==> config.mk <==
export PLATFORM = sky130hd
export DESIGN_NAME = wdt_multi
export DESIGN_NICKNAME = d
export VERILOG_FILES = /design/src/rtl/wdt_pkg.sv /design/src/rtl/wdt_channel.sv /design/src/rtl/wdt_multi.sv
export SDC_FILE = /design/constraint.sdc
export NUM_CORES = 1
export LEC_CHECK = 0
export ABC_AREA = 1
export BUFFER_PORTS_ARGS = -buffer_cell sky130_fd_sc_hd__clkbuf_2
export CAP_MARGIN = 20
export CORE_MARGIN = 2
export CORE_UTILIZATION = 50
export DETAILED_ROUTE_END_ITERATION = 16
export GPL_TIMING_DRIVEN = 0
export MAX_ROUTING_LAYER = met4
export PLACE_DENSITY = 0.66
export SETUP_SLACK_MARGIN = 0.3
export SYNTH_ARGS = -nofsm -noshare
export SYNTH_HDL_FRONTEND = slang
export SYNTH_SLANG_ARGS = --single-unit
==> constraint.sdc <==
create_clock -name clk -period 2.92 [get_ports clk]
set_input_delay 0.146 -clock clk [delete_from_list [all_inputs] [get_ports clk]]
set_output_delay 0.146 -clock clk [all_outputs]
set_load 0.01 [all_outputs]
==> src/rtl/wdt_pkg.sv <==
// wdt_pkg: shared state encoding and parameter-legality check for the watchdog channels
`define WDT_LEGAL(w, t, wi) (((t) >= 1) && ((t) < (64'd1 << (w))) && ((wi) < (t)))
package wdt_pkg;
  typedef enum logic [1:0] {
    WDT_IDLE    = 2'd0,
    WDT_RUN     = 2'd1,
    WDT_EXPIRED = 2'd2,
    WDT_EARLY   = 2'd3
  } wdt_state_t;
endpackage

==> src/rtl/wdt_channel.sv <==
// wdt_channel: one windowed watchdog FSM with its own timeout counter
module wdt_channel
  import wdt_pkg::*;
#(
  parameter int CNT_W   = 24,
  parameter int TIMEOUT = 150000,
  parameter int WINDOW  = 0
) (
  input  logic clk,
  input  logic reset,
  input  logic en,
  input  logic kick,
  input  logic clear,
  output logic expired,
  output logic early
);
  localparam logic [CNT_W-1:0] LAST = CNT_W'(TIMEOUT - 1);
  localparam logic [CNT_W-1:0] WIN  = CNT_W'(WINDOW);
  if (!`WDT_LEGAL(CNT_W, TIMEOUT, WINDOW)) begin : g_bad
    $error("wdt_channel: illegal CNT_W/TIMEOUT/WINDOW");
  end
  wdt_state_t state, nxt_state;
  logic [CNT_W-1:0] cnt, nxt_cnt;
  logic in_window;
  if (WINDOW == 0) begin : g_nowin
    assign in_window = 1'b1;
  end else begin : g_win
    assign in_window = cnt >= WIN;
  end
  always_comb begin
    nxt_state = state;
    nxt_cnt   = cnt;
    if (clear) begin
      nxt_state = en ? WDT_RUN : WDT_IDLE;
      nxt_cnt   = '0;
    end else if (state == WDT_IDLE) begin
      nxt_state = en ? WDT_RUN : WDT_IDLE;
      nxt_cnt   = '0;
    end else if (state == WDT_RUN) begin
      nxt_state = !en ? WDT_IDLE : (kick && !in_window) ? WDT_EARLY :
                  (!kick && cnt == LAST) ? WDT_EXPIRED : WDT_RUN;
      nxt_cnt   = (!en || kick) ? '0 : (cnt == LAST) ? cnt : cnt + 1'b1;
    end
  end
  always_ff @(posedge clk) begin
    if (!reset) begin
      state <= WDT_IDLE;
      cnt   <= '0;
    end else begin
      state <= nxt_state;
      cnt   <= nxt_cnt;
    end
  end
  assign expired = state == WDT_EXPIRED;
  assign early   = state == WDT_EARLY;
endmodule

==> src/rtl/wdt_multi.sv <==
// wdt_multi: NUM_CH independent windowed watchdogs with an aggregated interrupt
module wdt_multi
  import wdt_pkg::*;
#(
  parameter int NUM_CH  = 4,
  parameter int CNT_W   = 24,
  parameter int TIMEOUT = 150000,
  parameter int WINDOW  = 0
) (
  input  logic              clk,
  input  logic              reset,
  input  logic [NUM_CH-1:0] en,
  input  logic [NUM_CH-1:0] kick,
  input  logic [NUM_CH-1:0] clear,
  output logic [NUM_CH-1:0] expired,
  output logic [NUM_CH-1:0] early,
  output logic              irq
);
  for (genvar i = 0; i < NUM_CH; i++) begin : g_ch
    wdt_channel #(.CNT_W(CNT_W), .TIMEOUT(TIMEOUT), .WINDOW(WINDOW)) u_ch (
      .clk(clk), .reset(reset), .en(en[i]), .kick(kick[i]), .clear(clear[i]),
      .expired(expired[i]), .early(early[i])
    );
  end
  assign irq = |{expired, early};
endmodule
# == Word-level counts from Yosys, hierarchy flattened ==
# Cells that the tools add are included.
# word_totals
register_bits,104
latch_bits,0
ramBits,0
mem_bits_ro,0
inputBits,14
n_memories,0
# classes
n_addsub,4
mul,0
div,0
order_cmp,0
eq_ne,20
n_shift,0
muxes,32
bitwise_logic,1
n_reduce_logical,33
# op_table
cell,n
24-bit 2-to-1 mux,8
"24-bit by 1-bit adder with 24-bit output, second input constant",4
"24-bit by 18-bit equality test with 1-bit output, second input constant",4
2-bit 2-to-1 mux,20
"2-bit equality test, second input constant",8
3-bit nonzero test,4
3-bit OR reduction,4
"2-bit by 1-bit equality test with 1-bit output, second input constant",4
1-bit zero test,8
2-bit zero test,4
"2-bit by 1-bit inequality test with 1-bit output, second input constant",4
2-bit AND reduction,4
8-bit OR reduction,1
1-bit logical AND,4
1-bit logical OR,4
1-bit 2-to-1 mux,4
1-bit NOT,1

# == Logic depth before layout (Yosys ltp) ==
# logic_depth
depth_word,7
mapped_depth,12
depth_no_buf,11

# == Hierarchy ==
# From an unflattened synthesis, not the netlist that was laid out.
# unflattened
cells_unflattened,1230
area_unflattened_um2,7333.3
# by_module_without_submodules
module,instances,cells_per_inst,area_each_um2,seq_area_each_um2
wdt_channel at g_ch[1].u_ch ...,3,304,1826.8,520.5
wdt_channel at g_ch[0].u_ch,1,303,1796.7,520.5
wdt_multi,1,15,56.3,0.0

# == Worst setup path after synthesis ==
# Ideal clock, no wire load.
# synth_timing
path_kind,reg-to-reg
from,reg g_ch[3].u_ch.cnt[0]
to,reg g_ch[3].u_ch.cnt[11]
setup_ps,132
arrival_time_ps,1591
setup_slack_ps,1197
path_stages_with_launch,12
path_buffers,1
period_less_slack_ps,1723
cell_sequence,dfxtp_1 ha_1 nand2_1 nor2_4 nand2_1 nor2_1 nand3_1 nand2_1 inv_1 buf_2 nand2_1 a21oi_1
# synth_via
elab_chain_cells,3
word_cells_on_any_way,6
# synth_rtl
element,line_no,rtl
start: declaration,wdt_channel.sv:23,"logic [CNT_W-1:0] cnt, nxt_cnt;"
start signal: assignment,wdt_channel.sv:51,cnt <= nxt_cnt;
24-bit by 1-bit adder with 24-bit output or 24-bit by 18-bit equality test with 1-bit output (tied branches),wdt_channel.sv:42,nxt_cnt = (!en || kick) ? '0 : (cnt == LAST) ? cnt : cnt + 1'b1;
24-bit 2-to-1 mux or 2-bit by 1-bit inequality test with 1-bit output (tied branches),-,
24-bit 2-to-1 mux or 2-bit AND reduction (tied branches),-,
# Several ways; a longest one is shown, not always the timed one. The select of a mux whose other input is x is not followed.
# A chain may end at the register's enable or synchronous reset.

# == Final worst setup path ==
# layout_timing
from,reg g_ch[3].u_ch.cnt[0]
to,reg g_ch[3].u_ch.cnt[15]
# Same word-level chain as after synthesis.

==> run metrics <==
DR vias=approximately 7600; overall power=2940 uW; DP HPWL=~14000 um; first-pass GRT wire length=31800 um; worst hold slack=~0.074 ns; critical-path maximum fanout=10; Max-Cap Viols=0; die height=124 um; Max VDD drop=0.299 mV; Critical Path, Cell by Cell=ha_1 > nand2_1 > nor2_4 > nand2_1 > nor2_1 > nand3_1 > nand2_1 > inv_1 > buf_2 > nand2_1 > a21oi_1; area of the multi-input gates=4400 sq um; Clk Tree Root Cell=clkbuf_16; initial antenna violation count=0; clock slew at reported path FFs=0.07 ns; P per Cell Area=372 nW/um^2; I/O pins=23; PostCTS Resize Cnt=0; Mapped Area=7240 sq um; gpl congestion=0.925; Post-synth top flop=dfxtp_1; sequential standard cell area=2080 sq um; clock skew=about 0.0064 ns; slowest cell on the critical path=dfxtp_1; CP Capture Type=register; Worst Path Class, Setup=reg -> reg; syn nets=1293; worst-margin pin slew=roughly 0.58 ns; Worst Hold Class=in -> reg; setup violators final=0; Hold-fix buffers, CTS=0; Slew Limit Fails=0; top post-synthesis cells by area=dfxtp_1 (29%), nand2_1 (19%), nor2_1 (17%), nand3_1 (7.0%), inv_1 (6.7%); crit path time final=2.28 ns; DIE WIDTH=124 um; die area=15500 sq um; layout cells sized above 1=6.93%; Placeable Area=14000 sq um; status=finished clean; post-DR wirelength/cell=around 13 um; area share of the largest cell type after synthesis=about 29%; Total Nets Final=roughly 1300; Cells after Synth=approximately 1300; Slew HR=between 60% and 70%; H-Tree Level Count=3; sequential fraction of the synthesis area=28.8%; Initial DRC Count=659; DRT antenna net count=0; crit path buf inv count=2; Synth Register Bits=~100; CP required=3.15 ns; Max Freq=439 MHz; GRT overflow=0; CTS buffer count=9; routed wire length=19100 um; Tcrit/Tclk final=78.1%; largest area contributor in the netlist=dfxtp_1; clk_lat worst skew=0.36 ns; Final Non-Filler Cells=about 1500; Fin. Hold Viols=0; CP max stage delay=0.44 ns; yosys warns=0; Inst Count DP=1477; worst slack at placement=0.671 ns; Post-CTS Setup Inserts=0; highest-count cells in the layout ignoring fill and taps=nand2_1 (360), nor2_1 (335), inv_1 (130); LEAKAGE=0.00266 uW; Longest Clk Path Bufs=2; CP delay by family, top=simple AND/OR/NAND/NOR gates; Overall Global Routing Usage=25.3%; ANT cells=0; row cnt=43; unrepaired setup endpoints after global routing=no; synthesized area per cell=5.68 sq um; vias per std cell=5.10; EDFF count, synth=0; Layout fillers=1439; Clock Sinks=104; setup_tns=0 ns; worst setup margin=0.640 ns; starting density of the core=51.8%; CP Data Arrival Time=between 2 and 3 ns; Pre-Repair DR Iteration Count=5; most used cell, CP=nand2_1; PortBufs=22; startpoint types=register; library cells used by synthesis=35; drc violations=0; CTS tree=done; largest net degree at the start of global routing=16; Synth-to-Final Area Change=9.24%; most common library cell in the layout ignoring fill and taps=nand2_1; vias in the first global route=about 6700; async set or reset register ratio after synthesis=0%
==> kinds of logic after synthesis <==
| logic type | after synthesis | synth area share, % |
|---|---|---|
| adder cells (fa/ha/maj) | 4 | 0.691 |
| flip-flops | 104 | 28.8 |
| AO/OA/AOI/OAI | 104 | 7.41 |
| XOR/XNOR | 30 | 3.63 |
| buffers and inverters | 173 | 10.5 |
| AND/OR/NAND/NOR | 860 | 49.0 |
==> cell type report <==
class / count / area share (%)
repair buffers: 22 / 1.39
plain buffers: 36 / 3.10
inverters: 137 / 6.50
multi-input cells: 998 / 55.6
flip-flops and latches: 104 / 26.3
clock inverters: 2 / 0.759
well taps: 180 / 2.85
clock buffers: 14 / 3.46
==> final timing paths <==
| check | slack, ns | startpoint | cells after the start | to |
|---|---|---|---|---|
| worst min register to register | 0.49 | g_ch[1].u_ch.cnt[3]$_SDFFE_PP0P_ | 2 | g_ch[1].u_ch.cnt[3]$_SDFFE_PP0P_ |
| worst max register to register | 0.64 | g_ch[3].u_ch.cnt[0]$_SDFFE_PP0P_ | 11 | g_ch[3].u_ch.cnt[15]$_SDFFE_PP0P_ |
| worst max-delay path | 0.64 | g_ch[3].u_ch.cnt[0]$_SDFFE_PP0P_ | 11 | g_ch[3].u_ch.cnt[15]$_SDFFE_PP0P_ |
| worst min-delay path | 0.07 | clear[0] | 4 | g_ch[0].u_ch.state[0]$_SDFFE_PN0P_ |
==> synth_stat cells, types with 2 or more instances <==
| cell | number |
|---|---|
| nand2_1 | 360 |
| nor2_1 | 335 |
| inv_1 | 130 |
| dfxtp_1 | 104 |
| nand3_1 | 101 |
| a21oi_1 | 83 |
| xor2_1 | 28 |
| nand4_1 | 22 |
| nor3_1 | 14 |
| nor2_2 | 13 |
| o21ai_0 | 13 |
| buf_4 | 11 |
| clkbuf_1 | 9 |
| buf_2 | 7 |
| buf_6 | 5 |
| inv_2 | 5 |
| ha_1 | 4 |
| nand3_2 | 4 |
| o21bai_1 | 4 |
| buf_1 | 2 |
| buf_8 | 2 |
| clkinv_1 | 2 |
| nand2_4 | 2 |
| nor2_4 | 2 |
| o21ai_1 | 2 |
| xnor2_1 | 2 |
==> power by group <==
part | total (uW) | leakage [uW] | internal, uW | switching (uW)
logic | 141 | 0.00166 | 37.0 | 104
clock network | 1380 | 0.000163 | 824 | 554
registers | 1430 | 0.000838 | 1420 | 4.19
==> layer usage <==
metal / vias to the layer above / share of wire, % / global-route usage, % / wire length [um]
li1: 4042 / - / - / -
met1: 3385 / 50 / 34.2 / 9490
met2: 153 / 44 / 39.1 / 8470
met3: 27 / 4.0 / 4.64 / 757
met4: 0 / 1.8 / 6.68 / 344
met5: - / 0 / - / 0
==> sequential cells by signal (all words and copies together) (netlist names) <==
register	cells
g_ch.u_ch.cnt	96
g_ch.u_ch.state	8
==> worst min-delay path, cell delays in order <==
cell      delay [ns]
clkbuf_2        0.09
nor2_1          0.05
nand2_1         0.05
a21oi_1         0.05
==> per-stage QoR <==
stage               utilization [%]  instance area [sq um]
finish                         56.5                   7910
global route                   56.5                   7910
CTS                            56.5                   7910
detailed placement             54.2                   7580
global placement               54.2                   7580
floorplan                         -                   7240
(Power assumes the default switching activity.)
